$ cat config.mk
export PLATFORM = sky130hd
export DESIGN_NAME = phy_power_ctrl
export DESIGN_NICKNAME = d
export VERILOG_FILES = /design/src/rtl/phy_power_ctrl_pkg.sv /design/src/rtl/phy_power_ctrl.sv
export SDC_FILE = /design/constraint.sdc
export NUM_CORES = 1
export LEC_CHECK = 0
export CORE_ASPECT_RATIO = 0.9
export CORE_MARGIN = 4
export CORE_UTILIZATION = 45
export DETAILED_ROUTE_END_ITERATION = 16
export PLACE_DENSITY = 0.75
export REMOVE_ABC_BUFFERS = 1
export SLEW_MARGIN = 20
export SYNTH_ARGS = -nofsm -noshare
export SYNTH_HDL_FRONTEND = slang
export SYNTH_SLANG_ARGS = --single-unit
$ cat constraint.sdc
create_clock -name clock -period 4.35 [get_ports clock]
set_input_delay 0.87 -clock clock [delete_from_list [all_inputs] [get_ports clock]]
set_output_delay 0.87 -clock clock [all_outputs]
set_load 0.01 [all_outputs]
$ cat src/rtl/phy_power_ctrl_pkg.sv
// Shared encodings for the PHY power sequencer: PIPE power states, RXSTATUS
// codes and the sequencer FSM state enum.
package phy_power_ctrl_pkg;

    typedef enum logic [1:0] {
        PWR_P0  = 2'b00,
        PWR_P0S = 2'b01,
        PWR_P1  = 2'b10,
        PWR_P2  = 2'b11
    } pwr_t;

    localparam logic [2:0] RXSTAT_OK  = 3'b000;
    localparam logic [2:0] RXSTAT_DET = 3'b011;

    typedef enum logic [2:0] {
        ST_LOCK   = 3'd0,
        ST_P0     = 3'd1,
        ST_P0S    = 3'd2,
        ST_P1     = 3'd3,
        ST_P2     = 3'd4,
        ST_SETTLE = 3'd5,
        ST_DETECT = 3'd6,
        ST_REPORT = 3'd7
    } state_t;

endpackage

$ cat src/rtl/phy_power_ctrl.sv
// PHY power sequencer: tracks PWRDDWN, gates the TX clock, drives TXIDLE,
// the PHYSTATUS handshake and the receiver-detect sequence.
module phy_power_ctrl
    import phy_power_ctrl_pkg::*;
#(
    parameter int LOCK_CYCLES   = 16,
    parameter int P0S_EXIT      = 4,
    parameter int P1_EXIT       = 8,
    parameter int P2_EXIT       = 32,
    parameter int DETECT_CYCLES = 12,
    parameter int CNT_W         = 6
) (
    input  logic       clock,
    input  logic       reset_n,
    input  logic [1:0] PWRDDWN,
    input  logic       RXDET_LOOPB,
    input  logic       TXELECIDLE,
    input  logic       RXDET_O,
    output logic       TXIDLE,
    output logic       RXDET,
    output logic       DATALOOP,
    output logic       TRANSCLK_EN,
    output logic       PHYSTATUS,
    output logic [2:0] RXSTATUS,
    output state_t     dbg_state_o
);

    state_t             state_q;
    pwr_t               target_q;
    logic [CNT_W-1:0]   cnt_q;
    logic               armed_q;
    pwr_t               cur_pwr;
    pwr_t               req_pwr;

    // Settle length is set by the lower-power endpoint; loaded as count-1 so
    // the target is entered settle+1 edges after the request is seen.
    function automatic logic [CNT_W-1:0] settle_load(input pwr_t a, input pwr_t b);
        if (a == PWR_P2 || b == PWR_P2) return CNT_W'(P2_EXIT - 1);
        if (a == PWR_P1 || b == PWR_P1) return CNT_W'(P1_EXIT - 1);
        return CNT_W'(P0S_EXIT - 1);
    endfunction

    function automatic state_t pwr_to_state(input pwr_t p);
        case (p)
            PWR_P0:  return ST_P0;
            PWR_P0S: return ST_P0S;
            PWR_P1:  return ST_P1;
            default: return ST_P2;
        endcase
    endfunction

    assign req_pwr     = pwr_t'(PWRDDWN);
    assign dbg_state_o = state_q;

    // REPORT resolves back into P1, so it compares against P1 as well.
    always_comb begin
        cur_pwr = PWR_P1;
        case (state_q)
            ST_P0:   cur_pwr = PWR_P0;
            ST_P0S:  cur_pwr = PWR_P0S;
            ST_P2:   cur_pwr = PWR_P2;
            default: cur_pwr = PWR_P1;
        endcase
    end

    always_ff @(posedge clock or negedge reset_n) begin
        if (!reset_n) begin
            state_q     <= ST_LOCK;
            target_q    <= PWR_P1;
            cnt_q       <= '0;
            armed_q     <= 1'b1;
            PHYSTATUS   <= 1'b1;
            TXIDLE      <= 1'b1;
            TRANSCLK_EN <= 1'b0;
            RXDET       <= 1'b0;
            DATALOOP    <= 1'b0;
            RXSTATUS    <= RXSTAT_OK;
        end else begin
            PHYSTATUS <= 1'b0;
            RXSTATUS  <= RXSTAT_OK;
            DATALOOP  <= 1'b0;
            // A new detect needs RXDET_LOOPB to have dropped since the last one.
            if (state_q != ST_DETECT && state_q != ST_REPORT && !RXDET_LOOPB)
                armed_q <= 1'b1;

            case (state_q)
                ST_LOCK: begin
                    // Lock phase counts up from the reset value of zero.
                    PHYSTATUS   <= 1'b1;
                    TXIDLE      <= 1'b1;
                    TRANSCLK_EN <= 1'b0;
                    if (cnt_q == CNT_W'(LOCK_CYCLES - 1)) begin
                        state_q   <= ST_P1;
                        cnt_q     <= '0;
                        PHYSTATUS <= 1'b0;
                    end else begin
                        cnt_q <= cnt_q + CNT_W'(1);
                    end
                end

                ST_P0, ST_P0S, ST_P1, ST_P2, ST_REPORT: begin
                    if (req_pwr != cur_pwr) begin
                        state_q  <= ST_SETTLE;
                        target_q <= req_pwr;
                        cnt_q    <= settle_load(cur_pwr, req_pwr);
                        if (req_pwr == PWR_P0 || req_pwr == PWR_P0S)
                            TRANSCLK_EN <= 1'b1;
                    end else if (state_q == ST_P1 && RXDET_LOOPB && armed_q) begin
                        state_q <= ST_DETECT;
                        cnt_q   <= CNT_W'(DETECT_CYCLES - 1);
                        RXDET   <= 1'b1;
                        armed_q <= 1'b0;
                    end else begin
                        if (state_q == ST_REPORT)
                            state_q <= ST_P1;
                        if (state_q == ST_P0) begin
                            TXIDLE   <= TXELECIDLE;
                            DATALOOP <= RXDET_LOOPB;
                        end
                    end
                end

                ST_SETTLE: begin
                    if (cnt_q == '0) begin
                        state_q     <= pwr_to_state(target_q);
                        PHYSTATUS   <= 1'b1;
                        TRANSCLK_EN <= (target_q == PWR_P0 || target_q == PWR_P0S);
                        TXIDLE      <= (target_q == PWR_P0) ? TXELECIDLE : 1'b1;
                    end else begin
                        cnt_q <= cnt_q - CNT_W'(1);
                    end
                end

                ST_DETECT: begin
                    if (cnt_q == '0) begin
                        state_q   <= ST_REPORT;
                        RXDET     <= 1'b0;
                        PHYSTATUS <= 1'b1;
                        RXSTATUS  <= RXDET_O ? RXSTAT_DET : RXSTAT_OK;
                    end else begin
                        cnt_q <= cnt_q - CNT_W'(1);
                    end
                end

                default: state_q <= ST_LOCK;
            endcase
        end
    end

endmodule
Yosys cells after proc, flatten, opt, wreduce, memory -nomap -nowiden. Index checks and enable logic that the tools add are counted.

Register bits: 20. Logic and storage cells: 118. Bits of input ports: 7. ROM bits: 0. RAM bits: 0. Bits in latches: 0. Output and inout port bits: 11. Memories: 0.

Reductions and logical operators: 23. Bitwise operators: 0. Multiplexer cells: 53. Shift-type cells: 0. Multiply operators: 0. Equality and inequality tests: 30. Add/sub/neg operators: 2. Divide/modulo/power cells: 0. Magnitude comparators: 0.

Operators with widths (number): $mux 6 (8); $mux 1 (28); $ne 2x2->1 const B (10); $mux 3 (6); $pmux 6 s3 (1); $eq 3x3->1 const B (4); $pmux 3 s4 (1); $reduce_and 4->1 (3); $eq 2x2->1 const B (5); $ne 3x3->1 const B (3); $pmux 3 s3 (1); $add 6x1->6 const B (1); $eq 3x2->1 const B (2); $eq 6x4->1 const B (1); $logic_not 6->1 (1); $mux 2 (3); $pmux 1 s3 (2); $pmux 2 s3 (1); $sub 6x1->6 const B (1); $reduce_and 5->1 (1); $reduce_or 5->1 (1); $eq 2x1->1 const B (2); $logic_and 1x1->1 (4); $logic_not 2->1 (2); other kinds (11) (16).

Depth between registers and ports, before layout. Gate-level depths: netlist (run 1).

Depth after elaboration: 14. Gate-level depth with buffers: 7. Depth with buffers taken out: 7.

Worst setup path after synthesis (run 1). No wires, ideal clock.

Path type: in2reg. Start: in PWRDDWN[0]. End: reg cnt_q[2]. Data required time: 4.225 ns. Arrival: 1.883 ns. Stages: 6. Setup time: 0.125 ns. Slack: 2.342 ns. Buffers on the path: 1. Cell sequence: and3b_1 o21ai_2 and2_1 buf_6 o22ai_4 mux2_4.

Word-level cells in the longest chain between the ends: 10. Elaborated cells between the ends (all ways): 19. Those cells by class: eq/ne: 4; mux: 12; reduce/logical: 3.

RTL lines: start: declaration (RTL line phy_power_ctrl.sv:15) `input logic [1:0] PWRDDWN,`; $eq 2x2->1 (RTL line phy_power_ctrl.sv:39) `if (a == PWR_P1 || b == PWR_P1) return CNT_W'(P1_EXIT - 1);`; $logic_or 1x1->1 (RTL line phy_power_ctrl.sv:39); $mux 1 (2 in a row) (RTL line phy_power_ctrl.sv:39); $mux 1 (RTL line phy_power_ctrl.sv:102) `if (req_pwr != cur_pwr) begin`; $mux 1 (RTL line phy_power_ctrl.sv:86) `case (state_q)`; $mux 6 (RTL line phy_power_ctrl.sv:40) `return CNT_W'(P0S_EXIT - 1);`; $mux 6 (RTL line phy_power_ctrl.sv:39); $mux 6 (RTL line phy_power_ctrl.sv:102); $pmux 6 s3 (RTL line phy_power_ctrl.sv:86); end signal: assignment (RTL line phy_power_ctrl.sv:97) `cnt_q <= cnt_q + CNT_W'(1);`; end signal: assignment (RTL line phy_power_ctrl.sv:105) `cnt_q <= settle_load(cur_pwr, req_pwr);`; end signal: assignment (RTL line phy_power_ctrl.sv:110) `cnt_q <= CNT_W'(DETECT_CYCLES - 1);`; end: declaration (RTL line phy_power_ctrl.sv:30) `logic [CNT_W-1:0] cnt_q;`.

Several ways; a longest one is shown, not always the timed one. The select of a mux whose other input is x is not followed. A chain may end at the register's enable or synchronous reset.

Worst setup path in the final report (run 1).
Start: reg state_q[0] (netlist: dbg_state_o[0]). End: out dbg_state_o[0].

RTL lines: start: declaration (RTL line phy_power_ctrl.sv:28) `state_t state_q;`; start signal: assignment (RTL line phy_power_ctrl.sv:125) `state_q <= pwr_to_state(target_q);`; end: declaration (RTL line phy_power_ctrl.sv:25) `output state_t dbg_state_o`.

No word-level cell between the ends.

==> results of run 1 <==
## path summary, 6_finish.rpt
kind	slack (ns)	end	depth (start not counted)
setup / recovery	1.61	dbg_state_o[0]	1
hold / removal	0.53	armed_q	2
setup reg to reg	2.04	cnt_q[2]	5
hold reg to reg	0.53	armed_q	2
max in group asynchronous	2.70	cnt_q[4]	1
min in group asynchronous	1.10	target_q[0]	1
## registers in the layout, indices dropped and copies added (netlist names)
register / flops
TRANSCLK_EN: 1
target_q: 2
DATALOOP: 1
PHYSTATUS: 1
armed_q: 1
TXIDLE: 1
RXSTATUS: 1
cnt_q: 6
RXDET: 1
dbg_state_o: 3
## cell type report
class,count,area [µm²]
Fill cell,344,1610
Multi-Input combinational cell,150,1020
Sequential cell,18,455
Timing Repair Buffer,18,175
Clock buffer,4,55.1
Tap cell,44,55.1
Inverter,8,30.0
## cell usage after synthesis (all sizes together), types with 2 or more instances
cell | instances | share of area
o221ai | 2 | 0.011
a211o | 2 | 0.011
nor3b | 3 | 0.017
ha | 6 | 0.047
nand2 | 22 | 0.054
nor2 | 16 | 0.037
mux2i | 3 | 0.019
and2 | 3 | 0.012
nor4 | 4 | 0.016
xnor2 | 4 | 0.026
o22ai | 3 | 0.020
nand2b | 4 | 0.016
o31ai | 3 | 0.014
inv | 8 | 0.019
nor2b | 5 | 0.021
or3 | 2 | 0.0078
o211ai | 2 | 0.012
nand3 | 6 | 0.019
buf | 14 | 0.061
mux2 | 5 | 0.040
dfrtp | 14 | 0.22
and3b | 2 | 0.011
dfstp | 4 | 0.065
a221oi | 3 | 0.016
o21ai | 14 | 0.053
a21oi | 15 | 0.047
nor3 | 5 | 0.022
## worst reg2reg max path: cells and delay by family, from the launching register on
| kind | cells | cell delay (ns) |
|---|---|---|
| AOI/OAI and AO/OA | 2 | 0.34 |
| DFF | 1 | 0.91 |
| muxes | 1 | 0.32 |
| and+or+nand+nor | 2 | 0.65 |
## power groups by stage
| stage | clock (W) | combinational [W] | sequential (W) |
|---|---|---|---|
| floorplan | 0 | 0.000512 | 0.000375 |
| global placement | 0 | 0.000736 | 0.000358 |
| detailed placement | 0 | 0.000741 | 0.000360 |
| CTS | 0.000150 | 0.000745 | 0.000358 |
| global route | 0.000157 | 0.000830 | 0.000378 |
| finish | 0.000145 | 0.000746 | 0.000361 |
## cell families after synthesis
| family | Yosys count | share of synthesized area |
|---|---|---|
| other cells | 1 | 0.00233 |
| xor+xnor | 4 | 0.0264 |
| fa+ha+maj | 6 | 0.0466 |
| mux | 8 | 0.0583 |
| flops | 18 | 0.283 |
| buf+inv | 23 | 0.0824 |
| simple gates | 74 | 0.246 |
| compound gates | 57 | 0.256 |
## layer usage
layer | GRT usage | vias up | share of wire
met3 | 0.0450 | 4 | 0.074
li1 | - | 704 | -
met2 | 0.255 | 58 | 0.44
met1 | 0.257 | 676 | 0.48
met5 | 0 | - | 0
met4 | 0.0352 | 0 | 0.0069
## metrics by stage
stage	std cells	power (W)	utilization
3_5_place_dp	238	0.00110	0.511
5_1_grt	242	0.00137	0.527
6_report	242	0.00125	0.527
4_1_cts	242	0.00125	0.527
3_3_place_gp	238	0.00109	0.511
2_1_floorplan	176	0.000887	-
==> flow_summary.yaml, run 1 <==
logic_synthesis:
  synth-edff-count: 0
  synthCells: 191
  synth_seq_cells: 18
  syn-cell-area_um2: 1610
  synth.distinct_cells: 58
  yosys_warnings: 0
  async_flop_share: 1.00
  syn_avg_cell_area_um2: 8.43
  ys.flop_type: "dfrtp_1"
  ys_seq_area_frac: 0.283
setup_path:
  cp_slowest_cell: "dfrtp_1"
  critPathArrivalTime_ns: 1.87
  cp-start-kind: "flip-flop"
  path_class: "flip-flop to primary output"
  slowest_delay_ns: 0.91
  crit_required_ns: 3.48
  rr_startpoint: "dbg_state_o[0]"
  critPathBufInv: 1
  crit_family: "flip-flops"
  startpoint: "dbg_state_o[0]"
  crit_chain: "clkdlybuf4s50_1"
  cp_max_fo: 26
  endpoint_kind: "primary output"
cts:
  cts_setup_buffers: 0
  htree_levels: 1
  cts_tree: "yes"
  clk_latency_ns: 0.27
  hold_buffers: 0
  cts_sinks: 18
  cts_max_path_buffers: 2
  cts-resized-gates: 0
  root_buffer: "clkbuf_8"
  cts_made_buffers: 3
  clk_pin_slew_ns: 0.07
timing:
  finalSetupViolations: 0
  fin_tns_setup_ns: 0
  finalCriticalPeriod_ns: 2.74
  setup_slack_ns: 1.61
  rsz0062_at_grt: "no"
  fin_crit_sh: 0.629
  hold_ws_ns: 0.526
  skew_ns: 0.0113
  relSlewSlack: 0.408
  worst_slew_pin_slew_ns: 0.885
  timing_hold_violations_final: 0
  fmax_ghz: 0.365
  drv_slew: 0
power:
  p_sw_w: 0.000570
  clkPwrFrac: 0.116
  comb_power_share: 0.596
  intPower_w: 0.000682
  cellLeakagePower_nw: 0.728
  seqPwrFrac: 0.288
  vdd_drop_max_mv: 0.329
  powerDensity_nw_per_um2: 698
  swShare: 0.455
floorplan:
  initial_core_util: 0.473
  io_pins: 18
  rows: 20
  core-area_um2: 3400
  die-area_um2: 4600
  die_height_um: 64.8
  die_w_um: 71.1
cells_and_area:
  drive_gt1_frac: 0.141
  final_cell_mix: "nand2_1 (20), nor2_1 (16), clkdlybuf4s50_1 (16)"
  n_antenna_cell: 0
  finalInstanceArea_um2: 1790
  syn_to_final_growth_pct: 11.3
  layout_commonest_cell: "nand2_1"
  nNetsFinal: 212
global_route:
  globalRoute.totalOverflow: 0
  grt_max_degree: 33
  first_global_vias: 1311
  antenna_found_initial: 0
  grt_pass1_wl_um: 6420
  track_usage: 0.174
run:
  drv_cap: 0
drt:
  wl_um: 3770
  drtIter0Drc: 118
  ant_nets: 0
  routedWlPerCell_um: 15.6
  drtPass1Iterations: 4
  routed_via_density: 5.96
  drc: 0
  vias: 1442
place:
  dpl_cell_area_um2: 1740
  gp_congestion: 0.829
  dp_hpwl_um: 2610
  port_buffers: 16
  dp_slack_ns: 1.43
run_status:
  status: "completed"
min_path:
  min_from: "armed_q"
  hp-class: "flip-flop to flip-flop"
(Power assumes the default switching activity.)
==> inputs of run 2 (changes only) <==
Settings changed: PLACE_DENSITY 0.75 to 0.78.
Clock period 4.35 ns to 2.3 ns, I/O delays scaled along.
==> run 2 against run 1 <==
Against the previous run: power rose by 95%; via count is 3.1% higher; clock skew down 0.010 ns; sequential power is 88% higher; critical path depth is 1 higher; cell count is 4.5% higher; wire length is 0.11% higher; combinational power rose by 100%; final area is 4.7% higher; sequential share of layout area is 1.1 points lower; critical path type unchanged; flip-flop and latch count stayed put; largest power group unchanged; largest cell class unchanged; highest routed layer unchanged; critical endpoint is now dbg_state_o[2]; core utilization up 2.5 points.
==> flow_summary.yaml, run 2 (synthesized netlist as in run 1, its figures left out) <==
global_route:
  grt.busiest_layer: "met2"
  track_usage: 0.173
  globalRoute.totalOverflow: 0
  met3_usage: 0.0295
  grtUsageMet1: 0.250
  grt_pass1_wl_um: 6390
  use_met2: 0.262
  antenna_found_initial: 0
  grt_max_degree: 19
  first_global_vias: 1314
cts:
  cts_max_path_buffers: 2
  cts_setup_buffers: 0
  hold_buffers: 0
  cts_tree: "yes"
  htree_levels: 1
  cts_made_buffers: 3
  cts_sinks: 18
  clk_latency_ns: 0.26
  root_buffer: "clkbuf_8"
  clk_pin_slew_ns: 0.08
floorplan:
  die-area_um2: 4600
  rows: 20
  core-area_um2: 3400
  die_w_um: 71.1
  die_height_um: 64.8
  io_pins: 18
  initial_core_util: 0.473
setup_path:
  rr_startpoint: "dbg_state_o[1]"
  rr_worst_depth: 5
  crit_required_ns: 1.84
  endpoint_kind: "primary output"
  rr_endpoint: "cnt_q[2]"
  path_class: "flip-flop to primary output"
  cp-start-kind: "flip-flop"
  cp_max_fo: 14
  rrSetupSlack_ns: 0.25
  critPathArrivalTime_ns: 1.70
timing:
  relSlewSlack: 0.584
  timing_hold_violations_final: 0
  finalSetupViolations: 0
  rsz0062_at_grt: "no"
  fin_tns_setup_ns: 0
  fin_crit_sh: 0.938
  setup_slack_ns: 0.142
  finalCriticalPeriod_ns: 2.16
  drv_slew: 0
  fmax_ghz: 0.463
  skew_ns: 0.00105
  worst_slew_pin_slew_ns: 0.625
drt:
  routedWlPerCell_um: 14.9
  vias: 1487
  ant_nets: 0
  drtIter0Drc: 123
  routed_via_density: 5.88
  drc: 0
  wl_um: 3770
  drtPass1Iterations: 4
run_status:
  status: "completed"
min_path:
  hold_depth: 1
  hp-class: "flip-flop to flip-flop"
  min_from: "RXDET"
  min_to: "RXDET"
cells_and_area:
  layout_commonest_cell: "nand2_1"
  final_cell_mix: "nand2_1 (20), nor2_1 (16), clkdlybuf4s50_1 (16)"
  nNetsFinal: 223
  largest_reg_flops: 6
  syn_to_final_growth_pct: 16.6
  finalInstanceArea_um2: 1880
  fill_cells: 323
  max_flop_register: "cnt_q"
  drive_gt1_frac: 0.187
  n_antenna_cell: 0
  fin_cells: 253
place:
  dpl_cell_area_um2: 1820
  gp_congestion: 0.916
  dpl.cell_count: 249
  port_buffers: 16
  dp_hpwl_um: 2800
  dp_slack_ns: 0.109
power:
  powerDensity_nw_per_um2: 1300
  vdd_drop_max_mv: 0.577
  cellLeakagePower_nw: 0.782
run:
  drv_cap: 0
## run 2: cell types whose count changed in the layout (fill, tap and decap cells not counted)
cell	delta
buf_4	+11
a2111oi_1	+1
a2111oi_0	-1
## run 2: power by group
part | internal (W) | leakage (nW) | switching (W)
combinational | 0.000741 | 0.543 | 0.000753
clock | 0.000153 | 0.0288 | 0.000122
sequential | 0.000455 | 0.211 | 0.000222
total | 0.00135 | 0.782 | 0.00110
## run 2: worst max-delay path, stage by stage (launching register included)
cell and delay [ns]:
dfrtp_1 0.62, buf_4 0.26, clkdlybuf4s50_1 0.55
## run 2: through the flow
| step | utilization | hold WS, ns | power [W] |
|---|---|---|---|
| after global placement | 0.535 | 0.495 | 0.00212 |
| after floorplan | - | 0.164 | 0.00168 |
| after global routing | 0.551 | 0.539 | 0.00264 |
| final | 0.551 | 0.510 | 0.00245 |
| after CTS | 0.551 | 0.514 | 0.00243 |
| after detailed placement | 0.535 | 0.499 | 0.00215 |
## run 2: how the worst max path moves through the flow
stage | start | end | slack [ns] | depth (start not counted)
detailed placement | PWRDDWN[0] | cnt_q[2] | 0.11 | 6
global route | dbg_state_o[2] | dbg_state_o[2] | 0.07 | 2
finish | dbg_state_o[2] | dbg_state_o[2] | 0.14 | 2
global placement | PWRDDWN[0] | dbg_state_o[0] | 0.13 | 6
floorplan | dbg_state_o[1] | cnt_q[2] | 0.22 | 5
CTS | dbg_state_o[2] | dbg_state_o[2] | 0.15 | 2
## run 2: cell type report
type	count	area [µm²]	area share
tap	44	55.1	0.0293
sequential	18	455	0.243
multi-input combinational	150	1020	0.545
inverter	8	30.0	0.0160
clock buffer	4	55.1	0.0293
timing repair buffer	29	258	0.137
## run 2: timing repair
item                       CTS  global route
setup endpoints to repair    0             1
hold endpoints to repair     0             0
gates resized for setup      0             1
## run 2: metal layers
metal / vias to the layer above / share of wire
li1: 727 / -
met1: 701 / 0.49
met2: 54 / 0.44
met3: 5 / 0.060
met4: 0 / 0.011
met5: - / 0
==> inputs of run 3 (changes only) <==
--- a/config.mk
+++ b/config.mk
@@ -12,5 +12,4 @@
 export PLACE_DENSITY = 0.78
 export REMOVE_ABC_BUFFERS = 1
-export SLEW_MARGIN = 20
 export SYNTH_ARGS = -nofsm -noshare
 export SYNTH_HDL_FRONTEND = slang
==> constraint.sdc (replaced) <==
create_clock -name clock -period 2.3 [get_ports clock]
set_input_delay 0.46 -clock clock [delete_from_list [all_inputs] [get_ports clock]]
set_output_delay 0.46 -clock clock [all_outputs]
set_load 0.1 [all_outputs]
==> run 3 against run 2 <==
Against the previous run: first-iteration DRC count up 24%; hold slack gained 0.011 ns; flip-flop and latch count unchanged; wire length is 2.9% higher; global-route usage increased by 0.91 points; clock power about the same; non-clock buffer count up 2; cell count is 0.79% higher; register-to-register slack barely moved; core utilization up 0.77 points; largest power group unchanged; highest routed layer unchanged.
==> flow_summary.yaml, run 3 (synthesized netlist as in run 1, its figures left out) <==
power:
  vdd_drop_max_mv: 0.787
  cellLeakagePower_nw: 0.818
  powerDensity_nw_per_um2: 1490
setup_path:
  cp_max_fo: 16
  endpoint_kind: "flip-flop"
  crit_required_ns: 2.50
  cp_slowest_cell: "dfrtp_1"
  critPathArrivalTime_ns: 2.25
  rrSetupSlack_ns: 0.25
  crit_chain: "buf_4 > or3_1 > o221a_1 > o221ai_1 > mux2_4"
  path_class: "flip-flop to flip-flop"
  slowest_delay_ns: 0.59
  cp-start-kind: "flip-flop"
timing:
  setup_slack_ns: 0.246
  rsz0062_at_grt: "no"
  relSlewSlack: 0.620
  skew_ns: 0.00329
  finalCriticalPeriod_ns: 2.05
  finalSetupViolations: 0
  worst_slew_pin_slew_ns: 0.569
  fmax_ghz: 0.487
  timing_hold_violations_final: 0
  fin_tns_setup_ns: 0
  drv_slew: 0
  hold_ws_ns: 0.521
  fin_crit_sh: 0.893
place:
  dpl.cell_count: 251
  dp_hpwl_um: 2890
  port_buffers: 16
  dp_slack_ns: 0.0654
  gp_congestion: 0.865
run_status:
  status: "completed"
cells_and_area:
  n_antenna_cell: 0
  fin_cells: 255
  fill_cells: 316
  fin_util: 0.559
  syn_to_final_growth_pct: 18.2
  drive_gt1_frac: 0.242
  largest_reg_flops: 6
  layout_commonest_cell: "buf_4"
  max_flop_register: "cnt_q"
  final_cell_mix: "buf_4 (22), nand2_1 (20), nor2_1 (16)"
  nNetsFinal: 225
drt:
  routed_via_density: 5.85
  wl_um: 3880
  drc: 0
  drtPass1Iterations: 4
  ant_nets: 0
  drtIter0Drc: 152
  routedWlPerCell_um: 15.2
  vias: 1492
global_route:
  track_usage: 0.183
  globalRoute.totalOverflow: 0
  grt_pass1_wl_um: 6820
  first_global_vias: 1417
  grt_max_degree: 19
  antenna_found_initial: 0
cts:
  hold_buffers: 0
  cts-resized-gates: 0
  cts_tree: "yes"
  cts_made_buffers: 3
  htree_levels: 1
  cts_sinks: 18
  clk_latency_ns: 0.26
  root_buffer: "clkbuf_8"
  clk_pin_slew_ns: 0.08
  cts_setup_buffers: 0
  cts_max_path_buffers: 2
min_path:
  hp-class: "flip-flop to flip-flop"
floorplan:
  initial_core_util: 0.473
  rows: 20
  core-area_um2: 3400
  die-area_um2: 4600
  die_height_um: 64.8
  io_pins: 18
  die_w_um: 71.1
run:
  drv_cap: 0
[run 3: cell count changes in the layout (fill, tap and decap cells not counted), sizes merged]
cell	previous run	this run
clkdlybuf4s50	16	6
buf	13	25
[run 3: worst max-delay path: cells and delay by family (launching register included)]
kind | cells | cell delay [ns]
AO/OA/AOI/OAI | 2 | 0.47
multiplexers | 1 | 0.18
AND/OR/NAND/NOR | 1 | 0.46
buffers and inverters | 1 | 0.29
flip-flops | 1 | 0.59
[run 3: routing by layer]
metal,global-route usage,wire length (µm),vias up
met3,0.0403,292,7
met5,0,0,-
met4,0.0540,44,0
met2,0.275,1710,66
li1,-,-,732
met1,0.260,1840,687
[run 3: final timing paths]
| kind | startpoint | end | cells after the start |
|---|---|---|---|
| worst min register to register | armed_q | armed_q | 2 |
| worst min-delay path | armed_q | armed_q | 2 |
| worst max-delay path | dbg_state_o[1] | cnt_q[2] | 5 |
| min in group asynchronous | reset_n | DATALOOP | 2 |
| worst max register to register | dbg_state_o[1] | cnt_q[2] | 5 |
| max in group asynchronous | reset_n | TXIDLE | 2 |
[run 3: per-stage QoR]
stage               total power, W  cell area (µm²)
floorplan                  0.00203             1510
global placement           0.00252             1850
detailed placement         0.00255             1850
CTS                        0.00283             1900
global route               0.00305             1900
finish                     0.00283             1900
[run 3: cell type report]
| cell class | count | area (µm²) | share of cell area |
|---|---|---|---|
| multi-input cells | 150 | 1020 | 0.537 |
| flip-flops and latches | 18 | 455 | 0.239 |
| repair buffers | 31 | 285 | 0.150 |
| clock buffers | 4 | 55.1 | 0.0289 |
| well taps | 44 | 55.1 | 0.0289 |
| inverters | 8 | 30.0 | 0.0158 |
[run 3: report_power, final]
part	switching [W]	internal, W
Sequential	0.000227	0.000455
Combinational	0.00110	0.000775
Clock	0.000120	0.000152
==> edit 1: new RTL, flow settings as in run 3 <==
Register the inputs `PWRDDWN`, `RXDET_LOOPB`, `TXELECIDLE` and `RXDET_O` before use, cleared by the reset. The logic sees them one clock later.
--- a/src/rtl/phy_power_ctrl.sv
+++ b/src/rtl/phy_power_ctrl.sv
@@ -27,2 +27,21 @@
 
+    logic [1:0] PWRDDWN_q;
+    logic RXDET_LOOPB_q;
+    logic TXELECIDLE_q;
+    logic RXDET_O_q;
+
+    always_ff @(posedge clock or negedge reset_n) begin
+        if (!reset_n) begin
+            PWRDDWN_q     <= '0;
+            RXDET_LOOPB_q <= '0;
+            TXELECIDLE_q  <= '0;
+            RXDET_O_q     <= '0;
+        end else begin
+            PWRDDWN_q     <= PWRDDWN;
+            RXDET_LOOPB_q <= RXDET_LOOPB;
+            TXELECIDLE_q  <= TXELECIDLE;
+            RXDET_O_q     <= RXDET_O;
+        end
+    end
+
     state_t             state_q;
@@ -51,3 +70,3 @@
 
-    assign req_pwr     = pwr_t'(PWRDDWN);
+    assign req_pwr     = pwr_t'(PWRDDWN_q);
     assign dbg_state_o = state_q;
@@ -82,3 +101,3 @@
             // A new detect needs RXDET_LOOPB to have dropped since the last one.
-            if (state_q != ST_DETECT && state_q != ST_REPORT && !RXDET_LOOPB)
+            if (state_q != ST_DETECT && state_q != ST_REPORT && !RXDET_LOOPB_q)
                 armed_q <= 1'b1;
@@ -107,3 +126,3 @@
                             TRANSCLK_EN <= 1'b1;
-                    end else if (state_q == ST_P1 && RXDET_LOOPB && armed_q) begin
+                    end else if (state_q == ST_P1 && RXDET_LOOPB_q && armed_q) begin
                         state_q <= ST_DETECT;
@@ -116,4 +135,4 @@
                         if (state_q == ST_P0) begin
-                            TXIDLE   <= TXELECIDLE;
-                            DATALOOP <= RXDET_LOOPB;
+                            TXIDLE   <= TXELECIDLE_q;
+                            DATALOOP <= RXDET_LOOPB_q;
                         end
@@ -127,3 +146,3 @@
                         TRANSCLK_EN <= (target_q == PWR_P0 || target_q == PWR_P0S);
-                        TXIDLE      <= (target_q == PWR_P0) ? TXELECIDLE : 1'b1;
+                        TXIDLE      <= (target_q == PWR_P0) ? TXELECIDLE_q : 1'b1;
                     end else begin
@@ -138,3 +157,3 @@
                         PHYSTATUS <= 1'b1;
-                        RXSTATUS  <= RXDET_O ? RXSTAT_DET : RXSTAT_OK;
+                        RXSTATUS  <= RXDET_O_q ? RXSTAT_DET : RXSTAT_OK;
                     end else begin
Function: same outputs for any inputs over 10 cycles, from zero or initial values and one cycle with reset_n low; that may be too few to reach the edited logic, so the function may still have changed.
==> edit 1 against run 3 <==
  * Hold slack worse by 44 ps
  * Cell area shrank 0.13%
  * Clock power down 7.4%
  * Via count is 7.2% lower
  * Sequential cell count grew 5
  * Wire length down 3.7%
  * Worst setup slack got worse by 74 ps
  * Total power down 7.9%
  * Critical path depth grew 2
  * Synthesized area increased by 0.93%
  * Critical path type unchanged
  * Critical endpoint is now dbg_state_o[0]
==> edit 1: results (changes against run 3) <==
* HP Start: RXDET_O_q (was armed_q)
* Later-pin clock latency in the skew report at 270 ps
* Ys Warns at 0 (unchanged)
* MaxCap Viol Count at 0 (unchanged)
* Critical Path Source: cnt_q[0] (was dbg_state_o[1])
* First-pass GRT wire length at 6237 microns (was 6817 microns)
* Vias per inst at 5.864 (was 5.851)
* Nets at 206 (was 225)
* Worst path arrival time at 2280 ps (was 2250 ps)
* Clk_skew at 5.005 ps (was 3.292 ps)
* Vias in the first global route at 1310 (was 1417)
* Largest net degree at the start of global routing at 24 (was 19)
* LEAKAGE at 0.0008334 uW (was 0.0008176 uW)
* DRT Pass-1 Iters at 5 (was 4)
* Post-CTS Resized at 0 (unchanged)
* WL per Instance at 15.84 microns (was 15.22 microns)
* Top cells by area, synth: dfrtp_1 29%, dfstp_2 6.5%, ha_1 4.6%, nand2_1 3.9%, a21oi_1 2.8% (was dfrtp_1 22%, dfstp_2 6.5%, a21oi_1 4.7%, ha_1 4.7%, nand2_1 4.7%)
* EDFF count, synth at 0 (unchanged)
* Origin of the critical flop-to-flop path: cnt_q[0] (was dbg_state_o[1])
* VDD IR max at 0.4171 mV (was 0.7870 mV)
* Layout cell share with drive strength beyond 1 at 21.35% (was 24.17%)
* Count of different cell masters after synthesis at 60 (was 58)
* Max transition margin at 59.52% (was 62.04%)
* Seq/Total Area, Yosys at 35.72% (was 28.28%)
* Status: finished, final reports clean (unchanged)
* Mapped Cells at 175 (was 191)
* Top post-synthesis cells by count: 19 x dfrtp_1, 17 x nand2_1, 9 x a21oi_1, 9 x nor2_1, 9 x o21ai_0 (was 20 x nand2_1, 16 x nor2_1, 15 x a21oi_1, 14 x dfrtp_1, 9 x o21ai_0)
* Dpl hpwl at 2824 microns (was 2887 microns)
* Input/output buffers at 16 (unchanged)
* Initial DRC count at 161 (was 152)
* CTS Buffer Depth at 2 (unchanged)
* H-tree depth at 1 (unchanged)
* Detailed-route via count at 1384 (was 1492)
* Overall Global Routing Usage at 16.85% (was 18.25%)
* Critical Path Fanout Max at 6 (was 16)
* Largest register FFs at 6 (unchanged)
* Placed Cells at 232 (was 251)
* Leading register cell type out of synthesis: dfrtp_1 (unchanged)
* Routability cong. at 0.9635 (was 0.8650)
* Post-CTS setup buffers at 0 (unchanged)
-- edit 1: cell types whose count changed after synthesis, moves of 3 or more --
cell and change:
nand2b_1 -3, mux2_2 -3, nand2_1 -3, a21o_1 +3, o21ai_1 +3, nor2b_1 +3
a21oi_1 -6, o31ai_1 -3, mux2_1 +3, nor2_1 -7, dfrtp_1 +5
-- edit 1: final cells by class --
type / instances / area (sq um)
Fill cell: 306 / 1528
Multi-Input combinational cell: 133 / 940.9
Sequential cell: 23 / 580.6
Timing Repair Buffer: 25 / 252.7
Tap cell: 44 / 55.05
Clock buffer: 4 / 45.04
Inverter: 7 / 26.28
-- edit 1: metrics by stage --
step / setup WS (ps) / hold WS (ps) / cell area, sq um
4_1_cts: 173.7 / 483.6 / 1901
2_1_floorplan: -372.7 / 164.4 / 1548
3_3_place_gp: 302.1 / 470.4 / 1856
3_5_place_dp: 189.4 / 469.0 / 1856
5_1_grt: 20.48 / 501.0 / 1901
6_report: 171.8 / 477.0 / 1901
-- edit 1: logic make-up (layout without fill, tap and decap cells) --
family / count (synthesis) / after routing / synth area share [%]
and+or+nand+nor: 65 / 65 / 23.10
AOI/OAI and AO/OA: 51 / 51 / 23.48
DFF: 23 / 23 / 35.72
buffers and inverters: 19 / 36 / 6.390
adders and majority gates: 6 / 6 / 4.619
xor gates and xnor gates: 5 / 5 / 3.157
muxes: 5 / 5 / 3.310
other: 1 / 1 / 0.2307
-- edit 1: worst paths after layout --
path	slack (ps)	depth (start not counted)	end
worst max-delay path	170	7	dbg_state_o[0]
worst min-delay path	480	2	RXSTATUS[0]
worst max register to register	170	7	dbg_state_o[0]
worst min register to register	480	2	RXSTATUS[0]
max in group asynchronous	1470	2	target_q[1]
min in group asynchronous	550	2	dbg_state_o[0]
-- edit 1: power by group --
part | leakage [uW] | internal, uW | switching, uW | total [uW]
clock | 0.0000228 | 124 | 128 | 252
sequential | 0.000271 | 541 | 188 | 728
combinational | 0.000540 | 638 | 989 | 1630
total | 0.000833 | 1300 | 1310 | 2610
-- edit 1: per-layer routing --
metal | vias to the layer above | global-route usage [%] | wire, microns
li1 | 654 | - | -
met1 | 669 | 21.08 | 1556
met2 | 54 | 28.33 | 1881
met3 | 7 | 4.961 | 275
met4 | 0 | 4.225 | 26
met5 | - | 0 | 0
-- edit 1: critical path, stage by stage, from the launching register on --
cell and delay (ps):
dfrtp_1 440, inv_1 100, ha_1 200, or3b_1 390, nor2_2 210, o21ai_1 120, a21oi_1 200, mux2_1 350
==> edit 2: new RTL, settings of run 3 <==
Without the edit above. Set the parameter `CNT_W` to 12 (it was 6).
--- a/src/rtl/phy_power_ctrl.sv
+++ b/src/rtl/phy_power_ctrl.sv
@@ -10,3 +10,3 @@
     parameter int DETECT_CYCLES = 12,
-    parameter int CNT_W         = 6
+    parameter int CNT_W         = 12
 ) (
Check against the original RTL: same outputs for any inputs over 10 cycles, from zero or initial values and one cycle with reset_n low; that may be too few to reach the edited logic, so the function may still have changed.
==> edit 2 against run 3 <==
  * Worst setup slack got worse by 72 ps
  * Non-clock buffer count up 13
  * Synthesized area increased by 17%
  * Total power is 14% higher
  * Wire length is 27% higher
  * Highest routed layer unchanged
  * Sequential cell count grew 6
  * Cell area increased by 20%
==> edit 2: results (changes against run 3) <==
* Total CTS buffers at 3 (unchanged)
* LEAKAGE at 0.0009665 uW (was 0.0008176 uW)
* Largest net degree at the start of global routing at 25 (was 19)
* Fin cells at 296 (was 255)
* Max transition margin at 64.50% (was 62.04%)
* Count of different cell masters after synthesis at 61 (was 58)
* Layout cell share with drive strength beyond 1 at 22.58% (was 24.17%)
* Detailed-route via count at 1864 (was 1492)
* Placed inst area at 0.002235 sq mm (was 0.001848 sq mm)
* DRT Pass-1 Iters at 4 (unchanged)
* Pre-CTS setup slack at -94.07 ps (was 65.35 ps)
* Seq/Total Area, Yosys at 32.14% (was 28.28%)
* Placed Cells at 293 (was 251)
* Dpl hpwl at 3651 microns (was 2887 microns)
* Fin util at 56.25% (was 55.92%)
* Top post-synthesis cells by count: 21 x a21oi_1, 20 x dfrtp_1, 16 x nand2_1, 16 x nor2_1, 12 x buf_2 (was 20 x nand2_1, 16 x nor2_1, 15 x a21oi_1, 14 x dfrtp_1, 9 x o21ai_0)
* DRT Wirelength at 4941 microns (was 3882 microns)
* Overall Global Routing Usage at 19.81% (was 18.25%)
* Largest register FFs at 12 (was 6)
* Top cells by area, synth: dfrtp_1 27%, a21oi_1 5.6%, dfstp_2 5.6%, ha_1 4.0%, buf_2 3.2% (was dfrtp_1 22%, dfstp_2 6.5%, a21oi_1 4.7%, ha_1 4.7%, nand2_1 4.7%)
* Clk_skew at 1.946 ps (was 3.292 ps)
* VDD IR max at 0.6187 mV (was 0.7870 mV)
* Worst path arrival time at 2270 ps (was 2250 ps)
* Delay-heaviest family, CP: simple AND/OR/NAND/NOR gates (was flip-flops)
* Initial DRC count at 239 (was 152)
* Critical Path Fanout Max at 6 (was 16)
* Vias in the first global route at 1844 (was 1417)
* Status: finished, final reports clean (unchanged)
* CTS Buffer Depth at 2 (unchanged)
* Routability cong. at 0.8206 (was 0.8650)
* Nets at 263 (was 225)
## edit 2: cell types whose count changed after synthesis, moves of 4 or more
cell / before / now
buf_2: 7 / 12
dfrtp_1: 14 / 20
a21oi_1: 15 / 21
and3_1: 0 / 5
o21ai_1: 3 / 9
nor3_1: 3 / 8
nand2_1: 20 / 16
o31ai_1: 3 / 8
## edit 2: path summary, 6_finish.rpt
check / startpoint / to / depth (start not counted) / slack [ps]
setup / recovery: cnt_q[1] / cnt_q[9] / 6 / 170
hold / removal: cnt_q[11] / cnt_q[11] / 1 / 510
setup reg to reg: cnt_q[1] / cnt_q[9] / 6 / 170
hold reg to reg: cnt_q[11] / cnt_q[11] / 1 / 510
max in group asynchronous: reset_n / target_q[1] / 2 / 1460
min in group asynchronous: reset_n / TRANSCLK_EN / 2 / 550
## edit 2: final cells by class
class / count / area share (%)
Inverter: 5 / 0.8246
Sequential cell: 24 / 26.61
Timing Repair Buffer: 44 / 17.37
Clock buffer: 3 / 1.814
Multi-Input combinational cell: 172 / 50.74
Tap cell: 48 / 2.639
## edit 2: logic make-up after synthesis
family / after synthesis / synth area share (%)
xor gates and xnor gates: 3 / 1.395
and+or+nand+nor: 77 / 23.57
muxes: 2 / 1.129
other: 1 / 0.1990
buffers and inverters: 25 / 6.574
adders and majority gates: 7 / 4.515
AOI/OAI and AO/OA: 82 / 30.48
DFF: 24 / 32.14
## edit 2: routing by layer
layer / track usage, % / wire length, microns
met5: 0 / 0
met4: 4.660 / 61
met3: 4.675 / 352
met2: 31.94 / 2327
met1: 26.87 / 2200
## edit 2: report_power, final
part / internal [uW] / leakage (uW) / switching [uW]
Sequential: 578 / 0.000291 / 184
Combinational: 885 / 0.000654 / 1340
Clock: 117 / 0.0000216 / 131
Total: 1580 / 0.000966 / 1650
